$ cat src/rtl/pixel_byte_serializer_if.sv
// Pixel-in / byte-out handshake bundle for pixel_byte_serializer.
// master drives pixels and byte_ready; slave is the serializer itself.
interface pixel_byte_serializer_if #(
   parameter int PTR_W = 4
);
   logic [23:0]    pix_in;
   logic           pix_valid_in;
   logic [7:0]     byte_out;
   logic           byte_valid;
   logic           byte_ready;
   logic           byte_last;
   logic [PTR_W:0] fifo_level;
   logic           overflow;
   logic           clear_overflow;
   logic           busy;

   modport master (
      output pix_in, pix_valid_in, byte_ready, clear_overflow,
      input  byte_out, byte_valid, byte_last, fifo_level, overflow, busy
   );

   modport slave (
      input  pix_in, pix_valid_in, byte_ready, clear_overflow,
      output byte_out, byte_valid, byte_last, fifo_level, overflow, busy
   );
endinterface

$ cat src/rtl/pixel_byte_serializer.sv
// Buffers 24-bit pixels in a FIFO and emits them as a 3-byte valid/ready stream.
// Define PIX_SER_BGR_EN to emit B,G,R instead of R,G,B (byte_last stays on the third byte).
//
// state  | meaning
// IDLE   | no pixel held; pop FIFO head when non-empty
// SEND_R | first byte of held pixel offered
// SEND_G | second byte of held pixel offered
// SEND_B | third byte offered; on accept pop next pixel or return to IDLE
module pixel_byte_serializer #(
   parameter int FIFO_DEPTH   = 16,
   parameter int PTR_W        = 4,
   parameter int FRAME_PIXELS = 262144
) (
   input  logic                    clk,
   input  logic                    rst,
   pixel_byte_serializer_if.slave  bus
);
   localparam int CNT_W = (FRAME_PIXELS > 1) ? $clog2(FRAME_PIXELS) : 1;

   typedef enum logic [1:0] {IDLE, SEND_R, SEND_G, SEND_B} state_t;

   state_t           r_state, w_next;
   logic [23:0]      r_mem [FIFO_DEPTH];
   logic [PTR_W-1:0] r_wr_ptr, r_rd_ptr;
   logic [PTR_W:0]   r_count;
   logic [23:0]      r_hold;
   logic [CNT_W-1:0] r_pix_cnt;
   logic             r_last_pix;
   logic             r_overflow;

   logic             w_full, w_empty, w_push, w_pop, w_drop, w_accept;
   logic [7:0]       w_first, w_third, w_byte;

   assign w_full   = (r_count == (PTR_W+1)'(FIFO_DEPTH));
   assign w_empty  = (r_count == '0);
   assign w_push   = bus.pix_valid_in && !w_full;
   assign w_drop   = bus.pix_valid_in && w_full;
   assign w_accept = (r_state != IDLE) && bus.byte_ready;

   always_ff @(posedge clk) begin
      if (w_push) r_mem[r_wr_ptr] <= bus.pix_in;
   end

   always_ff @(posedge clk or negedge rst) begin
      if (!rst) begin
         r_wr_ptr <= '0;
         r_rd_ptr <= '0;
         r_count  <= '0;
      end else begin
         if (w_push) r_wr_ptr <= r_wr_ptr + 1'b1;
         if (w_pop)  r_rd_ptr <= r_rd_ptr + 1'b1;
         case ({w_push, w_pop})
            2'b10:   r_count <= r_count + 1'b1;
            2'b01:   r_count <= r_count - 1'b1;
            default: r_count <= r_count;
         endcase
      end
   end

   // Set wins over clear when a drop coincides with clear_overflow.
   always_ff @(posedge clk or negedge rst) begin
      if (!rst)                    r_overflow <= 1'b0;
      else if (w_drop)             r_overflow <= 1'b1;
      else if (bus.clear_overflow) r_overflow <= 1'b0;
   end

   always_ff @(posedge clk or negedge rst) begin
      if (!rst) begin
         r_state    <= IDLE;
         r_hold     <= '0;
         r_pix_cnt  <= '0;
         r_last_pix <= 1'b0;
      end else begin
         r_state <= w_next;
         if (w_pop) begin
            r_hold     <= r_mem[r_rd_ptr];
            r_last_pix <= (r_pix_cnt == CNT_W'(FRAME_PIXELS-1));
            r_pix_cnt  <= (r_pix_cnt == CNT_W'(FRAME_PIXELS-1)) ? '0 : r_pix_cnt + 1'b1;
         end
      end
   end

   always_comb begin
      w_next = r_state;
      w_pop  = 1'b0;
      case (r_state)
         IDLE: begin
            if (!w_empty) begin
               w_pop  = 1'b1;
               w_next = SEND_R;
            end
         end
         SEND_R: if (w_accept) w_next = SEND_G;
         SEND_G: if (w_accept) w_next = SEND_B;
         SEND_B: begin
            if (w_accept) begin
               if (!w_empty) begin
                  w_pop  = 1'b1;
                  w_next = SEND_R;
               end else begin
                  w_next = IDLE;
               end
            end
         end
         default: w_next = IDLE;
      endcase
   end

`ifdef PIX_SER_BGR_EN
   assign w_first = r_hold[7:0];
   assign w_third = r_hold[23:16];
`else
   assign w_first = r_hold[23:16];
   assign w_third = r_hold[7:0];
`endif

   always_comb begin
      w_byte = '0;
      case (r_state)
         SEND_R:  w_byte = w_first;
         SEND_G:  w_byte = r_hold[15:8];
         SEND_B:  w_byte = w_third;
         default: w_byte = '0;
      endcase
   end

   assign bus.byte_out   = w_byte;
   assign bus.byte_valid = (r_state != IDLE);
   assign bus.byte_last  = (r_state == SEND_B) && r_last_pix;
   assign bus.fifo_level = r_count;
   assign bus.overflow   = r_overflow;
   assign bus.busy       = !w_empty || (r_state != IDLE);
endmodule

$ cat src/flat_wrapper.sv
// flat-port wrapper written by rule: the top's interface ports become plain ports
module pixel_byte_serializer_flat 
#(
   parameter int FIFO_DEPTH   = 16,
   parameter int PTR_W        = 4,
   parameter int FRAME_PIXELS = 262144
)
  (clk, rst, bus_pix_in, bus_pix_valid_in, bus_byte_ready, bus_clear_overflow, bus_byte_out, bus_byte_valid, bus_byte_last, bus_fifo_level, bus_overflow, bus_busy);
  pixel_byte_serializer_if #(.PTR_W(PTR_W)) bus_i ();
  input  logic clk;
  input  logic rst;
  input wire logic [$bits(bus_i.pix_in)-1:0] bus_pix_in;
  input wire logic [$bits(bus_i.pix_valid_in)-1:0] bus_pix_valid_in;
  input wire logic [$bits(bus_i.byte_ready)-1:0] bus_byte_ready;
  input wire logic [$bits(bus_i.clear_overflow)-1:0] bus_clear_overflow;
  output wire logic [$bits(bus_i.byte_out)-1:0] bus_byte_out;
  output wire logic [$bits(bus_i.byte_valid)-1:0] bus_byte_valid;
  output wire logic [$bits(bus_i.byte_last)-1:0] bus_byte_last;
  output wire logic [$bits(bus_i.fifo_level)-1:0] bus_fifo_level;
  output wire logic [$bits(bus_i.overflow)-1:0] bus_overflow;
  output wire logic [$bits(bus_i.busy)-1:0] bus_busy;
  assign bus_i.pix_in = bus_pix_in;
  assign bus_i.pix_valid_in = bus_pix_valid_in;
  assign bus_i.byte_ready = bus_byte_ready;
  assign bus_i.clear_overflow = bus_clear_overflow;
  assign bus_byte_out = bus_i.byte_out;
  assign bus_byte_valid = bus_i.byte_valid;
  assign bus_byte_last = bus_i.byte_last;
  assign bus_fifo_level = bus_i.fifo_level;
  assign bus_overflow = bus_i.overflow;
  assign bus_busy = bus_i.busy;
  pixel_byte_serializer #(.FIFO_DEPTH(FIFO_DEPTH), .PTR_W(PTR_W), .FRAME_PIXELS(FRAME_PIXELS)) u_core (.clk(clk), .rst(rst), .bus(bus_i));
endmodule
$ cat config.mk
export PLATFORM = sky130hd
export DESIGN_NAME = pixel_byte_serializer_flat
export DESIGN_NICKNAME = d
export VERILOG_FILES = /design/src/rtl/pixel_byte_serializer_if.sv /design/src/rtl/pixel_byte_serializer.sv /design/src/flat_wrapper.sv
export SDC_FILE = /design/constraint.sdc
export NUM_CORES = 1
export LEC_CHECK = 0
export ABC_AREA = 1
export CORE_AREA = 2 2 220 222
export DETAILED_ROUTE_END_ITERATION = 8
export DIE_AREA = 0 0 222 224
export GPL_TIMING_DRIVEN = 1
export PLACE_DENSITY = 0.64
export SLEW_MARGIN = 10
export SYNTH_ARGS = -nofsm -noshare
export SYNTH_HDL_FRONTEND = slang
export SYNTH_SLANG_ARGS = --single-unit
$ cat constraint.sdc
create_clock -name clk -period 2.79 [get_ports clk]
set_input_delay 0.558 -clock clk [delete_from_list [all_inputs] [get_ports clk]]
set_output_delay 0.558 -clock clk [all_outputs]
set_load 0.005 [all_outputs]
### Word level (Yosys, flattened, before mapping)

Memories as Yosys holds them, arrays and structs flattened. A register that Yosys moved wholly into a read port is not among the register bits.
Index checks and enable logic that the tools add are counted.

* register bits: 35
* bits in writable memories: 384
* input bits: 29
* output and inout port bits: 17
* memories kept: 1

Memories
* u_core.r_mem: words 16, width 24, rd ports 1, clocked after Yosys merged registers in 1, write ports 1, line pixel_byte_serializer.sv:23 `logic [23:0] r_mem [FIFO_DEPTH];`

* add/subtract/negate cells: 5
* equal/unequal tests: 11
* muxes and demuxes: 16
* reductions and logical operators: 14

Operators by type and width (count)
* $pmux W8 S3: 1
* $add A18 B1 Y18 const B: 1
* $eq A18 B18 Y1 const B: 1
* $mux W18: 1
* $pmux W5 S2: 1
* $add A4 B1 Y4 const B: 2
* $mux W2: 4
* $pmux W2 S4: 1
* $mux W1: 7
* $eq A2 B2 Y1 const B: 3
* $ne A2 B1 Y1 const B: 3
* $reduce_bool A2 Y1: 3
* $add A5 B1 Y5 const B: 1
* $eq A5 B5 Y1 const B: 1
* $logic_not A5 Y1: 1
* $sub A5 B1 Y5 const B: 1
* $eq A2 B1 Y1 const B: 2
* $logic_and A1 B1 Y1: 4
* $reduce_and A4 Y1: 1
* $logic_not A1 Y1: 3
* $logic_not A2 Y1: 1
* $ne A2 B2 Y1 const B: 1
* $pmux W1 S2: 1
* $logic_or A1 B1 Y1: 1

### Longest topological paths before layout

* depth after elaboration: 6
* depth in mapped cells: 17
* gate-level depth less buffers: 16

### Worst setup path after synthesis

OpenSTA, ideal clock, no wires.

* path kind: register to register
* start: reg u_core.r_count[3], in the netlist u_core.bus.fifo_level[3]
* end: mem u_core.r_mem[10][0] (enable)
* setup time: 435 ps
* data arrival time: 2537 ps
* slack: -182 ps
* stages on the path, launching flop included: 6
* buffers on the path: 1
* clock period less this slack: 2972 ps
* path through: dfrtp_1 > nor2_1 > nand3_1 > nand2_1 > buf_2 > nor3_1

* longest elaborated chain between the ends: 5

Ends and longest elaborated chain
* start: declaration: line pixel_byte_serializer.sv:25 `logic [PTR_W:0] r_count;`
* start signal: assignment: line pixel_byte_serializer.sv:53 `2'b10: r_count <= r_count + 1'b1;`
* start signal: assignment: line pixel_byte_serializer.sv:54 `2'b01: r_count <= r_count - 1'b1;`
* start signal: assignment: line pixel_byte_serializer.sv:55 `default: r_count <= r_count;`
* $eq A5 B5 Y1: line pixel_byte_serializer.sv:34 `assign w_full = (r_count == (PTR_W+1)'(FIFO_DEPTH));`
* $logic_not A1 Y1: line pixel_byte_serializer.sv:36 `assign w_push = bus.pix_valid_in && !w_full;`
* $logic_and A1 B1 Y1: line pixel_byte_serializer.sv:36
* $mux W1: line pixel_byte_serializer.sv:41 `if (w_push) r_mem[r_wr_ptr] <= bus.pix_in;`
* $mux W1 (not written as such): line pixel_byte_serializer.sv:41
* end: declaration: line pixel_byte_serializer.sv:23

Every way passes these cells.

### Worst setup path after layout

* start: reg u_core.r_state[0]
* end: out bus_byte_out[3]

* longest elaborated chain between the ends: 2
* elaborated cells on any way between the ends: 4

Ends and longest elaborated chain
* start: declaration: line pixel_byte_serializer.sv:22 `state_t r_state, w_next;`
* start signal: assignment: line pixel_byte_serializer.sv:74 `r_state <= w_next;`
* $eq A2 B2 Y1 / $eq A2 B1 Y1 (equally long branches): line pixel_byte_serializer.sv:119 `case (r_state)`
* $pmux W8 S3 (*): line pixel_byte_serializer.sv:119
* end: declaration: line flat_wrapper.sv:16 `output wire logic [$bits(bus_i.byte_out)-1:0] bus_byte_out;`

Mark *: on every way between the ends. The rest lies on a longest branch, timed or not.

==> results.md <==
* Number of DRC violations after detailed-routing iteration 0 at 1446
* Final setup skew at 11.8 ps
* Clock latency reported for the late side of the worst-skew pair at 570 ps
* Final critical-path required period at 2650 ps
* Leakage at 8.18 nW
* Post-Route WL at 45200 um
* P&R area growth vs syn at 14.7%
* Area of all sequential standard cells at 0.0130 sq mm
* Worst Slack Setup Final at 145 ps
* Chip Height at 224 um
* Count of mapped cells out of synthesis at 1703
* Number of routed nets with antenna violations at 0
* Routed length per instance at 18.9 um
* FFs w/ async S/R, synth at 13.3%
* Crit path max fanout at 11
* Core Rows at 80
* Layout filler cell count at 4306
* Status: complete, no violations
* Final clock period utilization by the worst path at 94.8%
* Placeable core region at 0.0473 sq mm
* Worst hold-check slack at 41.7 ps
* Flip-flop cell with the highest count after synthesis: sky130_fd_sc_hd__edfxtp_1
* Nature of the critical path endpoint: output pin
* Number of vias in the routed layout at 12.4k
* First-pass iteration count of the detailed router at 5
* Share of layout cells above drive strength 1 at 7.54%
* Setup slack at placement at 171 ps
* Clock Tree Root: sky130_fd_sc_hd__clkbuf_16
* TritonCTS clock tree: yes
* Flop2flop setup slack at 390 ps
* Antenna Diode Count at 0
* Global-route wire length before repair at 70100 um
* Achievable Freq at 378 MHz
* Post-Synthesis Cell Area at 0.0187 sq mm
* Maximum number of pins on one net before global-route repair at 195
* Clock input transition at the sequential cells of the worst setup and hold paths at 60 ps
* Global router's overall resource usage at 18.3%
* Number of hold violations in the final report at 0
* Total number of yosys warnings at 0
* Gp weighted congestion at 0.773
* Buffer count from post-CTS setup fixing at 0
* Top library cells by usage in the layout, fill and taps aside: sky130_fd_sc_hd__nand2_1, sky130_fd_sc_hd__edfxtp_1, sky130_fd_sc_hd__nand3_1, sky130_fd_sc_hd__dfrtp_1, sky130_fd_sc_hd__clkbuf_16
* Syn Nets at 1748
* Via density per instance at 5.18
* TritonCTS Buffers at 46
* Slew at the pin with the worst max-slew slack at 1030 ps
* Effective utilization at floorplan at 39.6%
* Class of the worst hold path: input pin to asynchronous set/reset pin
* Worst-case clock buffer depth at 3
* Pwr/cell area at 1040 mW/mm^2
* Number of max-cap violations at 0
* Classification of the worst setup path: flip-flop to output pin
* Worst path required time at 2230 ps
* Top-level port count at 46
* Synthesized flop and latch total at 443
* Number of global-route vias before repair at 12.1k
* Setup-violating endpoint count in the final report at 0
* Global route total overflow at 0
* Count of different cell masters after synthesis at 35
* Maximum vdd drop at 0.873 mV
* Crit start category: flip-flop
* Area after DPL at 0.0200 sq mm
* Clock Sink Count at 443
* Combined area of the multi-input logic cells at 0.00505 sq mm
* DRC Markers at 0
* Post-Layout Inst Area at 0.0215 sq mm
* Data arrival time of the critical path at 2090 ps
* Width of the die at 222 um
* Deepest level of the CTS H-tree at 2
* Number of hold-repair buffers added at the cts stage at 0
* Sequential element share of the synthesized area at 69.5%
* IO buf count at 45
* Count of flip-flops with a built-in enable after synthesis at 384
* Area of the die at 0.0497 sq mm
* Post-layout nets at 1789
* Pins Over Slew Limit at 0
* Relative max-transition margin at 31.6%
* Number of antenna violations at the first check in global routing at 0
* Commonest non-fill, non-tap cell in the layout: sky130_fd_sc_hd__nand2_1
* Setup repair after global routing missed its margin: false
* Mean Syn Cell Area at 11.0 sq um
* Post-detailed-placement half-perimeter wirelength at 23900 um
==> path summary, 6_finish.rpt <==
| path | start | endpoint | depth (start not counted) |
|---|---|---|---|
| hold / removal | rst | u_core.r_pix_cnt[6]$_DFFE_PN0P_ | 1 |
| setup reg to reg | u_core.r_state[0]$_DFFE_PN0P_ | u_core.bus.fifo_level[4]$_DFFE_PN0P_ | 16 |
| setup / recovery | u_core.r_state[0]$_DFFE_PN0P_ | bus_byte_out[3] | 7 |
| min in group clk | u_core.r_hold[3]$_DFFE_PN0P_ | u_core.r_hold[3]$_DFFE_PN0P_ | 2 |
| hold reg to reg | u_core.r_hold[3]$_DFFE_PN0P_ | u_core.r_hold[3]$_DFFE_PN0P_ | 2 |
| max in group asynchronous | rst | u_core.r_rd_ptr[0]$_DFFE_PN0P_ | 2 |
==> sequential cells by signal, summed over array words and instances (netlist names) <==
signal,cells
u_core.r_hold,24
u_core.r_rd_ptr,4
u_core.r_wr_ptr,4
u_core.r_mem,384
u_core.r_state,2
u_core.r_pix_cnt,18
u_core.r_last_pix,1
u_core.bus.overflow,1
u_core.bus.fifo_level,5
==> cell type report <==
class / count / area share [%]
clock buffers: 60 / 5.60
clock inverters: 21 / 0.943
inverters: 46 / 0.833
multi-input cells: 1122 / 23.5
flip-flops and latches: 443 / 60.6
well taps: 615 / 3.58
repair buffers: 85 / 4.93
==> logic make-up (layout without fill, tap and decap cells) <==
family	after synthesis	in the layout	share of synthesized area [%]
compound gates	25	25	0.748
xor+xnor	17	17	0.795
fa+ha+maj	16	16	1.11
buf+inv	138	212	4.17
flops	443	443	69.5
simple gates	1064	1064	23.7
==> critical path, cell delays in order (launching register included) <==
cell and delay, ps:
sky130_fd_sc_hd__dfrtp_2 450, sky130_fd_sc_hd__ha_1 230, sky130_fd_sc_hd__buf_4 170, sky130_fd_sc_hd__nand2_1 70
sky130_fd_sc_hd__nand3_1 70, sky130_fd_sc_hd__nand2_1 70, sky130_fd_sc_hd__inv_1 40, sky130_fd_sc_hd__clkdlybuf4s50_1 430
==> routing by layer <==
metal	vias up	track usage (%)	share of wire, %
met2	418	30.4	47
met4	0	5.80	2.5
met5	-	0	0
met1	6012	24.8	44
met3	73	2.90	6.0
li1	5893	-	-
==> cells in the mapped netlist (all sizes together), types with 10 or more instances <==
cell type | instances | area (sq um)
buf | 82 | 567
clkbuf | 10 | 38.8
dfrtp | 59 | 1480
edfxtp | 384 | 11500
ha | 15 | 188
inv | 45 | 171
nand2 | 687 | 2580
nand3 | 316 | 1580
nor2 | 40 | 155
nor3 | 15 | 80.1
o21ai | 13 | 65.1
xor2 | 13 | 114
==> through the flow <==
stage / total power (W) / setup TNS, ps / cells / util [%]
global route: 0.0237 / 0 / 2392 / 45.4
global placement: 0.0165 / 0 / 2311 / 42.3
finish: 0.0223 / 0 / 2392 / 45.4
detailed placement: 0.0166 / 0 / 2311 / 42.3
CTS: 0.0224 / 0 / 2392 / 45.3
floorplan: 0.0140 / -42980 / 1703 / -
==> where the power goes <==
group	switching (W)	leakage (nW)	internal, W
Sequential	0.000423	4.22	0.00809
Clock	0.00248	0.688	0.00333
Combinational	0.00549	3.27	0.00252
Total	0.00839	8.18	0.0139
==> what timing repair did <==
action	in CTS	in global routing
setup endpoints to repair	8	8
hold endpoints to repair	0	0
resized for setup	2	6
No activity file was read; power rests on OpenSTA's default activity.
